--- config.mk ---
export PLATFORM = sky130hd
export DESIGN_NAME = instr_loader_flat
export DESIGN_NICKNAME = d
export VERILOG_FILES = /design/src/rtl/instr_loader_if.sv /design/src/rtl/instr_loader.sv /design/src/flat_wrapper.sv
export SDC_FILE = /design/constraint.sdc
export NUM_CORES = 1
export LEC_CHECK = 0
export ABC_AREA = 1
export CAP_MARGIN = 25
export CORE_ASPECT_RATIO = 2
export CORE_MARGIN = 5
export CORE_UTILIZATION = 40
export DETAILED_ROUTE_END_ITERATION = 8
export HOLD_SLACK_MARGIN = 0.02
export PLACE_DENSITY_LB_ADDON = 0.2
export SLEW_MARGIN = 25
export SYNTH_ARGS = -nofsm -noshare
export SYNTH_HDL_FRONTEND = slang
export SYNTH_SLANG_ARGS = --single-unit
export TNS_END_PERCENT = 50
--- constraint.sdc ---
create_clock -name clk -period 2 [get_ports clk]
set_input_delay 0.4 -clock clk [delete_from_list [all_inputs] [get_ports clk]]
set_output_delay 0.4 -clock clk [all_outputs]
set_load 0.02 [all_outputs]
--- src/rtl/instr_loader_if.sv ---
// Byte-stream input and instruction-RAM write/control outputs of the program loader.
// master = UART/testbench side, slave = loader.
interface instr_loader_if #(
  parameter int DATA_WIDTH = 32,
  parameter int ADDR_WIDTH = 32
);
  logic [7:0]            rx_data;
  logic                  rx_valid;
  logic                  wr_en;
  logic [ADDR_WIDTH-1:0] wr_addr;
  logic [DATA_WIDTH-1:0] wr_data;
  logic                  cpu_reset;
  logic                  busy;
  logic                  done;
  logic                  error;

  modport master (
    output rx_data, rx_valid,
    input  wr_en, wr_addr, wr_data, cpu_reset, busy, done, error
  );

  modport slave (
    input  rx_data, rx_valid,
    output wr_en, wr_addr, wr_data, cpu_reset, busy, done, error
  );
endinterface

--- src/rtl/instr_loader.sv ---
// Assembles framed UART bytes into little-endian instruction words, writes them to
// instruction RAM and holds the CPU in reset until the frame checksum matches.
//
// state    | meaning
// ---------+----------------------------------------------------------
// S_IDLE   | waiting for SYNC_BYTE; other bytes ignored
// S_LEN_LO | expecting low byte of word count
// S_LEN_HI | expecting high byte of word count; range check
// S_DATA   | collecting 4 bytes per word, write after each 4th byte
// S_CSUM   | expecting XOR checksum of all data bytes
// S_DONE   | one-cycle success pulse, CPU released
// S_ERR    | one-cycle error entry, CPU stays held
module instr_loader #(
  parameter int          DATA_WIDTH     = 32,
  parameter int          ADDR_WIDTH     = 32,
  parameter int          MEM_SIZE       = 512,
  parameter int          TIMEOUT_CYCLES = 100000,
  parameter logic [7:0]  SYNC_BYTE      = 8'hA5
) (
  input logic            clk,
  input logic            reset,
  instr_loader_if.slave  bus
);

  localparam int IDX_W = $clog2(MEM_SIZE) + 1;
  localparam int TMO_W = $clog2(TIMEOUT_CYCLES);
  localparam logic [15:0]      MAX_CNT = 16'(MEM_SIZE);
  localparam logic [TMO_W-1:0] TMO_TC  = TMO_W'(TIMEOUT_CYCLES - 1);

  typedef enum logic [2:0] {
    S_IDLE, S_LEN_LO, S_LEN_HI, S_DATA, S_CSUM, S_DONE, S_ERR
  } state_t;

  state_t                r_state;
  logic [7:0]            r_len_lo;
  logic [15:0]           r_count;
  logic [IDX_W-1:0]      r_idx;
  logic [1:0]            r_byte_cnt;
  logic [DATA_WIDTH-1:0] r_word;
  logic [7:0]            r_csum;
  logic [TMO_W-1:0]      r_tmo;
  logic                  r_wr_en;
  logic [ADDR_WIDTH-1:0] r_wr_addr;
  logic [DATA_WIDTH-1:0] r_wr_data;
  logic                  r_cpu_reset;
  logic                  r_busy;
  logic                  r_done;
  logic                  r_error;

  logic [15:0] w_len;
  logic [15:0] w_idx_next;
  logic        w_tmo_hit;

  assign w_len      = {bus.rx_data, r_len_lo};
  assign w_idx_next = 16'(r_idx) + 16'd1;
  assign w_tmo_hit  = !bus.rx_valid && (r_tmo == TMO_TC);

  always_ff @(posedge clk) begin
    if (reset) begin
      r_state     <= S_IDLE;
      r_len_lo    <= '0;
      r_count     <= '0;
      r_idx       <= '0;
      r_byte_cnt  <= '0;
      r_word      <= '0;
      r_csum      <= '0;
      r_tmo       <= '0;
      r_wr_en     <= 1'b0;
      r_wr_addr   <= '0;
      r_wr_data   <= '0;
      r_cpu_reset <= 1'b0;
      r_busy      <= 1'b0;
      r_done      <= 1'b0;
      r_error     <= 1'b0;
    end else begin
      r_wr_en <= 1'b0;
      r_done  <= 1'b0;
      if (bus.rx_valid || r_state == S_IDLE) r_tmo <= '0;
      else                                   r_tmo <= r_tmo + 1'b1;

      // Mid-frame silence aborts the frame from any collecting state.
      if (w_tmo_hit && (r_state == S_LEN_LO || r_state == S_LEN_HI ||
                        r_state == S_DATA   || r_state == S_CSUM)) begin
        r_state <= S_ERR;
        r_error <= 1'b1;
        r_busy  <= 1'b0;
      end else begin
        case (r_state)
          S_IDLE: begin
            if (bus.rx_valid && bus.rx_data == SYNC_BYTE) begin
              r_state     <= S_LEN_LO;
              r_cpu_reset <= 1'b1;
              r_busy      <= 1'b1;
              r_error     <= 1'b0;
              r_csum      <= '0;
              r_idx       <= '0;
            end
          end
          S_LEN_LO: begin
            if (bus.rx_valid) begin
              r_len_lo <= bus.rx_data;
              r_state  <= S_LEN_HI;
            end
          end
          S_LEN_HI: begin
            if (bus.rx_valid) begin
              r_count    <= w_len;
              r_byte_cnt <= '0;
              if (w_len > MAX_CNT) begin
                r_state <= S_ERR;
                r_error <= 1'b1;
                r_busy  <= 1'b0;
              end else if (w_len == 16'd0) begin
                r_state <= S_CSUM;
              end else begin
                r_state <= S_DATA;
              end
            end
          end
          S_DATA: begin
            if (bus.rx_valid) begin
              r_csum                          <= r_csum ^ bus.rx_data;
              r_word[{r_byte_cnt, 3'b000} +: 8] <= bus.rx_data;
              r_byte_cnt                      <= r_byte_cnt + 2'd1;
              if (r_byte_cnt == 2'd3) begin
                r_wr_en   <= 1'b1;
                r_wr_addr <= ADDR_WIDTH'(r_idx) << 2;
                r_wr_data <= {bus.rx_data, r_word[DATA_WIDTH-9:0]};
                r_idx     <= r_idx + 1'b1;
                if (w_idx_next == r_count) r_state <= S_CSUM;
              end
            end
          end
          S_CSUM: begin
            if (bus.rx_valid) begin
              r_busy <= 1'b0;
              if (bus.rx_data == r_csum) begin
                r_state     <= S_DONE;
                r_done      <= 1'b1;
                r_cpu_reset <= 1'b0;
              end else begin
                r_state <= S_ERR;
                r_error <= 1'b1;
              end
            end
          end
          S_DONE:  r_state <= S_IDLE;
          S_ERR:   r_state <= S_IDLE;
          default: r_state <= S_IDLE;
        endcase
      end
    end
  end

  assign bus.wr_en     = r_wr_en;
  assign bus.wr_addr   = r_wr_addr;
  assign bus.wr_data   = r_wr_data;
  assign bus.cpu_reset = r_cpu_reset;
  assign bus.busy      = r_busy;
  assign bus.done      = r_done;
  assign bus.error     = r_error;

endmodule

--- src/flat_wrapper.sv ---
// flat-port wrapper written by rule: the top's interface ports become plain ports
module instr_loader_flat 
#(
  parameter int          DATA_WIDTH     = 32,
  parameter int          ADDR_WIDTH     = 32,
  parameter int          MEM_SIZE       = 512,
  parameter int          TIMEOUT_CYCLES = 100000,
  parameter logic [7:0]  SYNC_BYTE      = 8'hA5
)
  (clk, reset, bus_rx_data, bus_rx_valid, bus_wr_en, bus_wr_addr, bus_wr_data, bus_cpu_reset, bus_busy, bus_done, bus_error);
  instr_loader_if #(.DATA_WIDTH(DATA_WIDTH), .ADDR_WIDTH(ADDR_WIDTH)) bus_i ();
  input logic clk;
  input logic reset;
  input wire logic [$bits(bus_i.rx_data)-1:0] bus_rx_data;
  input wire logic [$bits(bus_i.rx_valid)-1:0] bus_rx_valid;
  output wire logic [$bits(bus_i.wr_en)-1:0] bus_wr_en;
  output wire logic [$bits(bus_i.wr_addr)-1:0] bus_wr_addr;
  output wire logic [$bits(bus_i.wr_data)-1:0] bus_wr_data;
  output wire logic [$bits(bus_i.cpu_reset)-1:0] bus_cpu_reset;
  output wire logic [$bits(bus_i.busy)-1:0] bus_busy;
  output wire logic [$bits(bus_i.done)-1:0] bus_done;
  output wire logic [$bits(bus_i.error)-1:0] bus_error;
  assign bus_i.rx_data = bus_rx_data;
  assign bus_i.rx_valid = bus_rx_valid;
  assign bus_wr_en = bus_i.wr_en;
  assign bus_wr_addr = bus_i.wr_addr;
  assign bus_wr_data = bus_i.wr_data;
  assign bus_cpu_reset = bus_i.cpu_reset;
  assign bus_busy = bus_i.busy;
  assign bus_done = bus_i.done;
  assign bus_error = bus_i.error;
  instr_loader #(.DATA_WIDTH(DATA_WIDTH), .ADDR_WIDTH(ADDR_WIDTH), .MEM_SIZE(MEM_SIZE), .TIMEOUT_CYCLES(TIMEOUT_CYCLES), .SYNC_BYTE(SYNC_BYTE)) u_core (.clk(clk), .reset(reset), .bus(bus_i));
endmodule
Yosys cells after proc, flatten, opt, wreduce, memory -nomap -nowiden
Index checks and enable logic that the tools add are counted.
- add/sub/neg operators: 5
- order comparisons: 1
- equality and inequality tests: 27
- shifts and indexed selects: 2
- muxes and demuxes: 40
- bitwise operators: 5
- reduce and logical (&&, ||, !) cells: 31
- operators with widths (operator ; number):
    bitwise mux 32 bit ; 1
    variable shift 8 x 7 -> 32 bit (first input constant) ; 1
    indexed part select 8 x 7 -> 32 bit ; 1
    two-way mux 10 bit ; 3
    two-way mux 3 bit ; 10
    != test 3 bit (second input constant) ; 9
    one-hot mux 10 bit (2 select lines) ; 1
    != test 2 bit (second input constant) ; 9
    adder 17 x 1 -> 17 bit (second input constant) ; 1
    equality test 17 bit (second input constant) ; 1
    equality test 16 bit ; 1
    greater-than comparator 16 x 10 -> 1 bit (second input constant) ; 1
    logical NOT 16 bit ; 1
    two-way mux 8 bit ; 2
    one-hot mux 8 bit (2 select lines) ; 1
    one-hot mux 3 bit (5 select lines) ; 1
    AND reduction 5 bit ; 3
    two-way mux 1 bit ; 14
    AND reduction 7 bit ; 2
    AND reduction 4 bit ; 3
    adder 10 x 1 -> 11 bit (second input constant) ; 1
    adder 10 x 1 -> 10 bit (second input constant) ; 1
    AND reduction 3 bit ; 3
    equality test 8 bit ; 1
    other kinds (23) ; 39
- flip-flop bits (word level): 143
- input port bits: 11
- output and inout bits: 69
- word-level logic and storage cells: 127

Depth between registers and ports, before layout
Gate-level depths: netlist of the first run.
- depth in word-level cells: 7
- mapped depth: 15
- mapped depth without buffers: 15

Least setup slack after synthesis of the first run
No wires, ideal clock.
- path type: register to register
- start point: register u_core.r_idx[0]
- end point: register u_core.r_state[2]
- setup time: 0.064 ns
- arrival time: 1.698 ns
- data required time: 1.936 ns
- path slack: 0.238 ns
- cell stages (with the launch flop): 14
- buffers on the path: 0
- period minus slack after synthesis: 1.762 ns
- cell sequence: dfxtp_1 > ha_1 > nand2_1 > o21ai_0 > nand3_1 > nand2_1 > nand3_1 > nor2_1 > nand3_1 > nand2_1 > nand3_1 > nand2_1 > nor2_1 > nor2_1
- word-level cells in the longest chain between the ends: 4
- ends and longest elaborated chain (element ; RTL line ; source):
    start, declared ; instr_loader.sv:37 ; logic [IDX_W-1:0] r_idx;
    start signal, assigned ; instr_loader.sv:129 ; r_idx <= r_idx + 1'b1;
    adder 10 x 1 -> 11 bit ; instr_loader.sv:55 ; assign w_idx_next = 16'(r_idx) + 16'd1;
    equality test 16 bit ; instr_loader.sv:130 ; if (w_idx_next == r_count) r_state <= S_CSUM;
    != test 3 bit (no source line) ; n/a ;
    AND reduction 7 bit (no source line) ; n/a ;
    end signal, assigned ; instr_loader.sv:60 ; r_state <= S_IDLE;
    end signal, assigned ; instr_loader.sv:130 ;
    end signal, assigned ; instr_loader.sv:138 ; r_state <= S_DONE;
    end, declared ; instr_loader.sv:34 ; state_t r_state;
Every way passes these cells.
A chain may end at the register's enable or synchronous reset.

Worst setup path in the final report of the first run
- start point: input port bus_rx_data[7]
- end point: register u_core.r_state[2]
- word-level cells in the longest chain between the ends: 6
- elaborated cells on any way between the ends: 11
- those cells by class: order compare (1); eq/ne (2); mux (5); reduce/logical (3)
- ends and longest elaborated chain (element ; RTL line ; source):
    start, declared ; flat_wrapper.sv:14 ; input wire logic [$bits(bus_i.rx_data)-1:0] bus_rx_data;
    parallel branches: the longest is 6 deep, another holds greater-than comparator 16 x 10 -> 1 bit ; n/a ;
    end signal, assigned ; instr_loader.sv:84 ; r_state <= S_ERR;
    end signal, assigned ; instr_loader.sv:91 ; r_state <= S_LEN_LO;
    end signal, assigned ; instr_loader.sv:110 ; r_state <= S_ERR;
Several ways; the timed one is not identified. The select of a mux whose other input is x is not followed.

==> results of run 1 <==
worst max-delay path, cell delays in order:
cell and delay, ns:
clkdlybuf4s50_1 0.53, inv_1 0.08, nor4_2 0.24, nand3_1 0.17, nand2_1 0.15, nor3b_4 0.25
buf_4 0.15, nand4_1 0.09, nand2_1 0.08, nor2_1 0.05
worst paths after layout:
kind	depth (start not counted)	slack (ns)	start	to
worst max register to register	15	0.13	u_core.r_idx[0]	u_core.r_state[1]
worst max-delay path	10	0.11	bus_rx_data[7]	u_core.r_state[2]
worst min-delay path	2	0.40	reset	u_core.r_idx[1]
worst min register to register	1	0.45	u_core.r_tmo[0]	u_core.r_tmo[0]
layout make-up:
class / count / area (µm²)
tap: 195 / 244.0
clock inverter: 14 / 161.4
fill: 1484 / 7007
clock buffer: 18 / 439.2
sequential: 135 / 2706
timing repair buffer: 111 / 1021
multi-input combinational: 573 / 2899
inverter: 70 / 262.8
power groups by stage:
stage | sequential, mW | combinational [mW] | clock, mW
CTS | 3.08 | 2.13 | 3.23
finish | 3.09 | 2.25 | 3.16
floorplan | 3.10 | 1.51 | 0
global placement | 3.14 | 2.11 | 0
detailed placement | 3.14 | 2.12 | 0
global route | 3.12 | 2.52 | 3.35
sequential cells by signal, indices dropped and copies added, names as in the netlist:
register	flops
u_core.bus.cpu_reset	1
u_core.r_csum	8
u_core.r_state	3
u_core.r_len_lo	8
u_core.bus.wr_en	1
u_core.bus.done	1
u_core.bus.wr_addr	10
u_core.r_byte_cnt	2
u_core.r_count	16
u_core.r_tmo	17
u_core.bus.error	1
u_core.r_idx	10
u_core.bus.busy	1
u_core.r_word	24
u_core.bus.wr_data	32
synth_stat cells, drive strengths merged:
master,number,share of area
nand4,27,0.028
nand2,125,0.080
or3,8,0.0084
nand3,26,0.023
a211oi,11,0.014
inv,68,0.043
nor3b,2,0.0044
nand3b,7,0.0088
dfxtp,135,0.45
nor3,13,0.014
nor4,3,0.0031
xnor2,6,0.0088
or2,5,0.0052
conb,1,0.00063
nor2,127,0.083
o21ai,80,0.067
a31oi,6,0.0063
clkinv,2,0.0013
ha,7,0.015
o211ai,1,0.0013
a21oi,90,0.075
buf,33,0.038
o31ai,1,0.0013
o2111ai,1,0.0015
xor2,5,0.0073
clkbuf,19,0.012
repair_timing:
action | CTS | global route
pin swaps | 0 | 13
buffers inserted | 0 | 2
endpoints found under the setup margin | 2 | 13
gates resized for setup | 1 | 30
cells by family (layout without fill, tap and decap cells):
family	count (synthesis)	in the layout
XOR/XNOR	11	11
AO/OA/AOI/OAI	190	190
adder cells (fa/ha/maj)	7	7
other	1	22
flip-flops	135	135
AND/OR/NAND/NOR	343	343
buffers and inverters	122	213
metal layers:
| layer | wire length, µm | vias up | GRT usage |
|---|---|---|---|
| met3 | 669 | 24 | 0.03325 |
| met4 | 370 | 0 | 0.07251 |
| met2 | 8396 | 147 | 0.3300 |
| met1 | 6281 | 2513 | 0.2073 |
| met5 | 0 | - | 0 |
| li1 | - | 2845 | - |
stage by stage:
step	instances	hold slack (ns)	cell area, µm²	setup TNS [ns]	worst slack (ns)
after floorplan	830	0.4175	6066	0	0.2380
after global placement	1082	0.4362	7018	-4.459	-0.2020
after detailed placement	1082	0.4464	7018	-6.388	-0.2619
after CTS	1114	0.3728	7621	0	0.01483
after global routing	1116	0.3869	7734	-0.02109	-0.01740
final	1116	0.4029	7734	0	0.1134
==> results.cfg, run 1 <==
[placement]
routabilityCongestion = 0.8752
portBuffers = 57
place_hpwl_um = 11410

[cts]
cts_buffer_depth = 2
clock_latency_ns = 0.42
cts_max_level = 4
cts_tree = built
hold_buffers = 0
cts_sinks = 135
clkTransAtPathRegs_ns = 0.06
clockRootBuffer = clkbuf_16
numCtsBuffers = 17

[critical_path]
end_kind = flip-flop
crit_fanout = 3
critical_path_class = in2reg
required_ns = 2.31
cp.arrival_ns = 2.20
cp-start-kind = input pin

[floorplanning]
die_h_um = 183.0
dieArea_mm2 = 0.01766
coreArea_mm2 = 0.01474
rows = 63
die_w_um = 96.51
start_util = 0.4062
io_pins = 80

[yosys]
yosys_warnings = 0
syn_inst = 809
synth_top_family_by_area = simple AND/OR/NAND/NOR gates
ys_types = 38
ys_seq_elements = 135
avgSynthCellArea_um2 = 7.400
synthXorXnorAreaFrac = 0.01609
ys_seq_area_frac = 0.4514
synthMuxAreaShare = 0
synth_compound_area_frac = 0.1661
synthSimpleGateAreaFrac = 0.2575
synthesis.area_mm2 = 0.005987
synthAdderAreaFrac = 0.01463

[layout]
fin_util = 0.5247
mostFrequentLayoutCell = dfxtp_1
syn2layout_area_growth_pct = 29.17
final_cell_mix = 132 x dfxtp_1, 117 x nor2_1, 115 x nand2_1
nets = 926
layout-drive-gt1-share = 0.1422
n_antenna_cell = 0

[power_and_ir_drop]
power_mw = 8.508
combPwrFrac = 0.265
p_seq_frac = 0.364
clockPowerShare = 0.372
p_sw_mw = 2.839
p_sw_frac = 0.3337
p_int_mw = 5.669
ir_drop_mv = 0.6949
p_per_area_mw_per_mm2 = 1100
leakagePower_nw = 3.037

[sta]
final_hold_viol_count = 0
finalClockSkew_ns = 0.008613
rsz0062_at_grt = yes
finalSetupViolations = 0
finalCriticalPeriod_ns = 1.887
fin_crit_sh = 0.9433
max_freq_mhz = 530.1
drv_slew = 0

[drt]
vias = 5529
routed_via_density = 4.954
drtIter0Drc = 248
dr.pass1.iters = 5
antenna_left = 0
drc = 0
avgRoutedWirePerCell_um = 14.08
routed_wl_um = 15720

[job]
maxCapViolations = 0

[global_routing]
antenna_found_initial = 0
grt_max_degree = 60
grtUsageTotal = 0.1832
first_global_vias = 5257
grt_overflow_total = 0
grt_pass1_wl_um = 25310

[worst_hold_path]
hp-class = in2reg

[outcome]
outcome = completed
Note: power is estimated with default switching activity, not from simulation.
==> run 2, diff against run 1 <==
--- a/config.mk
+++ b/config.mk
@@ -11,8 +11,9 @@
 export CORE_MARGIN = 5
 export CORE_UTILIZATION = 40
 export DETAILED_ROUTE_END_ITERATION = 8
-export HOLD_SLACK_MARGIN = 0.02
+export HOLD_SLACK_MARGIN = 0.06
 export PLACE_DENSITY_LB_ADDON = 0.2
+export RECOVER_POWER = 25
 export SLEW_MARGIN = 25
 export SYNTH_ARGS = -nofsm -noshare
 export SYNTH_HDL_FRONTEND = slang
==> run 2 against run 1 <==
- combinational power fell by 2%
- final cell count did not move
- wire length fell by 0.30%
- sequential share of layout area rose by 0.12 points
- critical endpoint unchanged
- largest power group unchanged
==> results.cfg, run 2 (synthesis results as in run 1) <==
[outcome]
outcome = completed

[power_and_ir_drop]
p_per_area_mw_per_mm2 = 1099
combPwrFrac = 0.261
leakagePower_nw = 3.041
p_sw_frac = 0.3341
ir_drop_mv = 0.6944
power_mw = 8.467
p_int_mw = 5.638
p_seq_frac = 0.365
clockPowerShare = 0.373
p_sw_mw = 2.829

[critical_path]
rr_startpoint = u_core.r_idx[0]
cp_top_family = simple AND/OR/NAND/NOR gates
critical_path_class = in2reg
path_cells = clkdlybuf4s50_1 -> inv_1 -> nor4_2 -> nand3_1 -> nand2_1 -> nor3b_4 -> buf_4 -> nand4_1 -> nand2_1 -> nor2_1
path_depth = 10
max_stage_delay_ns = 0.53
required_ns = 2.31
regToRegSetupSlack_ns = 0.12
regToRegEndpoint = u_core.r_state[1]
crit_slowest_cell = clkdlybuf4s50_1
crit_fanout = 3
cp-start-kind = input pin
cp.arrival_ns = 2.20
rr_worst_depth = 15
end_kind = flip-flop
cp_num_buf_inv = 3
cp_common_cell = nand2_1

[sta]
rsz0062_at_grt = yes
setup_ws_ns = 0.1059
max_freq_mhz = 528.0
finalClockSkew_ns = 0.008216
fin_crit_sh = 0.9471
finalSetupViolations = 0
finalCriticalPeriod_ns = 1.894
fin_hold_ws_ns = 0.3963
drv_slew = 0
final_hold_viol_count = 0
setup_tns_ns = 0

[floorplanning]
rows = 63
coreArea_mm2 = 0.01474
io_pins = 80
dieArea_mm2 = 0.01766
die_w_um = 96.51
die_h_um = 183.0
start_util = 0.4062

[layout]
fin_area_mm2 = 0.007707
largest_reg_flops = 32
layout.cells.non_filler = 1116
nets = 926
syn2layout_area_growth_pct = 28.74
final_cell_mix = 132 x dfxtp_1, 118 x nor2_1, 116 x nand2_1
nFillCells = 1492
mostFrequentLayoutCell = dfxtp_1
layout-drive-gt1-share = 0.1357
n_antenna_cell = 0
fin_util = 0.5229

[placement]
dp_cells = 1082
place_hpwl_um = 11410
place_ws_ns = -0.2619
routabilityCongestion = 0.8752
portBuffers = 57
place_area_mm2 = 0.007018

[worst_hold_path]
hp-class = in2reg
min_to = u_core.r_idx[1]
hold_depth = 2
min_from = reset

[global_routing]
grtUsageTotal = 0.1832
grt_pass1_wl_um = 25310
first_global_vias = 5257
grt_overflow_total = 0
antenna_found_initial = 0
grt_max_degree = 60

[cts]
cts_max_level = 4
cts_sinks = 135
cts_buffer_depth = 2
numCtsBuffers = 17
hold_buffers = 0
clockRootBuffer = clkbuf_16
clock_latency_ns = 0.42
clkTransAtPathRegs_ns = 0.06
cts_tree = built

[job]
maxCapViolations = 0

[drt]
drc = 0
dr.pass1.iters = 5
vias = 5544
avgRoutedWirePerCell_um = 14.04
routed_via_density = 4.968
routed_wl_um = 15670
drtIter0Drc = 241
antenna_left = 0
run 2: changes by cell type in the layout (fill, tap and decap cells not counted), moves of 2 or more:
cell / before / now
clkbuf_1: 0 / 3
buf_4: 50 / 45
clkdlybuf4s50_1: 56 / 50
clkbuf_2: 0 / 2
dlygate4sd3_1: 0 / 6
run 2: worst reg2reg max path: stages, from the launching register on:
cell and delay (ns):
dfxtp_2 0.33, ha_4 0.27, nand2_1 0.04, inv_1 0.04, nor2_1 0.04, nor2_1 0.09, nand2_1 0.08, nor2_2 0.12
nand4_1 0.08, nor2_1 0.15, nand3_1 0.13, nand2_2 0.13, nand3_2 0.08, nand2_2 0.09, nor2_2 0.03, nor2_1 0.10
run 2: worst max-delay path by stage:
stage                        end            start
6_report       u_core.r_state[2]   bus_rx_data[7]
5_1_grt        u_core.r_state[1]  u_core.r_idx[0]
4_1_cts        u_core.r_state[1]  u_core.r_idx[0]
3_5_place_dp    u_core.bus.error   bus_rx_data[7]
3_3_place_gp   u_core.r_state[0]   bus_rx_data[7]
2_1_floorplan  u_core.r_state[2]  u_core.r_idx[0]
run 2: area by class of cell:
cell class              count  area [µm²]  share of cell area
clock buffers              18       439.2             0.05698
clock inverters            14       161.4             0.02094
inverters                  70       262.8             0.03409
multi-input cells         573        2889              0.3748
flip-flops and latches    135        2706              0.3511
well taps                 195       244.0             0.03166
repair buffers            111        1005              0.1304
run 2: repair_timing:
item	in CTS	in global routing
pin swaps	0	13
buffers inserted	0	2
setup endpoints to repair	2	13
gates resized for setup	1	30
run 2: power by group through the flow:
| stage | clock network [mW] | logic, mW | registers [mW] |
|---|---|---|---|
| floorplan | 0 | 1.51 | 3.10 |
| detailed placement | 0 | 2.12 | 3.14 |
| global route | 3.35 | 2.48 | 3.12 |
| global placement | 0 | 2.11 | 3.14 |
| CTS | 3.23 | 2.13 | 3.08 |
| finish | 3.16 | 2.21 | 3.09 |
run 2: layer usage:
metal  part of all wire  up-vias  GRT usage
met5                  0        -          0
met2               0.53      145     0.3300
met1               0.40     2506     0.2073
met4              0.031        0    0.07251
met3              0.042       38    0.03325
li1                   -     2855          -
==> run 3, diff against run 2 <==
--- a/config.mk
+++ b/config.mk
@@ -9,7 +9,7 @@
 export CAP_MARGIN = 25
 export CORE_ASPECT_RATIO = 2
 export CORE_MARGIN = 5
-export CORE_UTILIZATION = 40
+export CORE_UTILIZATION = 39
 export DETAILED_ROUTE_END_ITERATION = 8
 export HOLD_SLACK_MARGIN = 0.06
 export PLACE_DENSITY_LB_ADDON = 0.2
==> run 3 against run 2 <==
- worst setup slack improved by 0.051 ns
- clock skew increased by 0.00051 ns
- sequential cell count unchanged
- combinational power decreased by 2%
- final cell count increased by 0.45%
- non-clock buffer count increased by 2
- first-iteration DRC count increased by 10%
- wire length increased by 1.8%
- highest routed layer unchanged
- largest power group unchanged
==> results.cfg, run 3 (synthesis results as in run 1) <==
[outcome]
outcome = completed

[global_routing]
first_global_vias = 5436
grt_max_degree = 64
grt_overflow_total = 0
antenna_found_initial = 0
grtUsageTotal = 0.1792
grt_pass1_wl_um = 25900

[layout]
largest_reg_flops = 32
fin_area_mm2 = 0.007700
final_cell_mix = 132 x dfxtp_1, 120 x nor2_1, 118 x nand2_1
mostFrequentLayoutCell = dfxtp_1
n_antenna_cell = 0
syn2layout_area_growth_pct = 28.61
nets = 928
layout-drive-gt1-share = 0.1300
layout.cells.non_filler = 1121

[drt]
dr.pass1.iters = 5
drc = 0
avgRoutedWirePerCell_um = 14.23
vias = 5609
routed_via_density = 5.004
routed_wl_um = 15950
antenna_left = 0
drtIter0Drc = 266

[worst_hold_path]
hold_depth = 4
min_from = reset
hp-class = in2reg
min_to = u_core.r_tmo[1]

[critical_path]
crit_fanout = 6
rr_worst_depth = 10
cp.arrival_ns = 2.15
regToRegEndpoint = u_core.bus.error
rr_startpoint = u_core.r_state[0]
end_kind = flip-flop
critical_path_class = reg2reg
cp-start-kind = flip-flop
required_ns = 2.31
regToRegSetupSlack_ns = 0.16

[sta]
finalClockSkew_ns = 0.008731
fin_crit_sh = 0.9214
fin_hold_ws_ns = 0.4334
rsz0062_at_grt = yes
worst_slew_margin_rel = 0.6089
final_hold_viol_count = 0
tightest_slew_ns = 0.5866
finalSetupViolations = 0
finalCriticalPeriod_ns = 1.843
max_freq_mhz = 542.7
setup_tns_ns = 0
drv_slew = 0

[cts]
numCtsBuffers = 17
cts_buffer_depth = 2
cts_tree = built
clkTransAtPathRegs_ns = 0.07
cts_max_level = 4
clockRootBuffer = clkbuf_16
hold_buffers = 0
cts_sinks = 135
clock_latency_ns = 0.42

[power_and_ir_drop]
power_mw = 8.354
p_per_area_mw_per_mm2 = 1085
ir_drop_mv = 0.7099
leakagePower_nw = 3.031

[placement]
portBuffers = 57
dp_cells = 1089
place_hpwl_um = 11550
routabilityCongestion = 0.8838
place_area_mm2 = 0.007064

[floorplanning]
dieArea_mm2 = 0.01808
die_h_um = 185.2
die_w_um = 97.61
rows = 64
coreArea_mm2 = 0.01521
start_util = 0.3935
io_pins = 80

[job]
maxCapViolations = 0
==> run 3: worst max path at each step <==
stage,start,to,slack (ns)
2_1_floorplan,u_core.r_idx[0],u_core.r_state[2],0.24
3_3_place_gp,bus_rx_data[5],u_core.r_state[2],-0.18
3_5_place_dp,bus_rx_data[0],u_core.r_state[2],-0.21
4_1_cts,u_core.r_idx[0],u_core.r_state[2],0.02
5_1_grt,u_core.r_idx[1],u_core.r_state[2],-0.04
6_report,u_core.r_state[0],u_core.bus.error,0.16
==> run 3: cell type report <==
type | instances | area [µm²]
fill | 1545 | 7515
multi-input combinational | 573 | 2869
sequential | 135 | 2706
timing repair buffer | 113 | 1031
clock buffer | 17 | 425.4
inverter | 70 | 262.8
tap | 198 | 247.7
clock inverter | 15 | 157.7
==> run 3: worst max-delay path, stage by stage, from the launching register on <==
cell and delay, ns:
dfxtp_1 0.38, nor2_1 0.25, inv_1 0.10, nor2_2 0.10, clkbuf_1 0.22, nand2_1 0.14, buf_4 0.16, nand4_1 0.11
o31ai_1 0.08, a21oi_1 0.14, nor2_1 0.05
==> run 3: layer usage <==
layer  GRT usage  vias to the layer above  part of all wire
met5           0                        -                 0
met2      0.3376                      150              0.52
met3     0.03129                       45             0.042
met1      0.1834                     2554              0.39
met4      0.1032                        0             0.047
li1            -                     2860                 -
==> run 3: per-stage QoR <==
| stage | util | worst slack (ns) |
|---|---|---|
| 3_5_place_dp | 0.4643 | -0.2144 |
| 6_report | 0.5061 | 0.1572 |
| 5_1_grt | 0.5061 | -0.03644 |
| 3_3_place_gp | 0.4643 | -0.1766 |
| 2_1_floorplan | - | 0.2380 |
| 4_1_cts | 0.5030 | 0.02085 |
==> run 3: repair_timing <==
action                     CTS  global route
pin swaps                    0            10
setup endpoints to repair    3             8
buffers inserted             0             0
gates resized for setup      2            22
==> run 3: where the power goes <==
part / switching, mW / internal (mW)
sequential: 0.188 / 2.90
clock: 1.33 / 1.77
combinational: 1.37 / 0.790
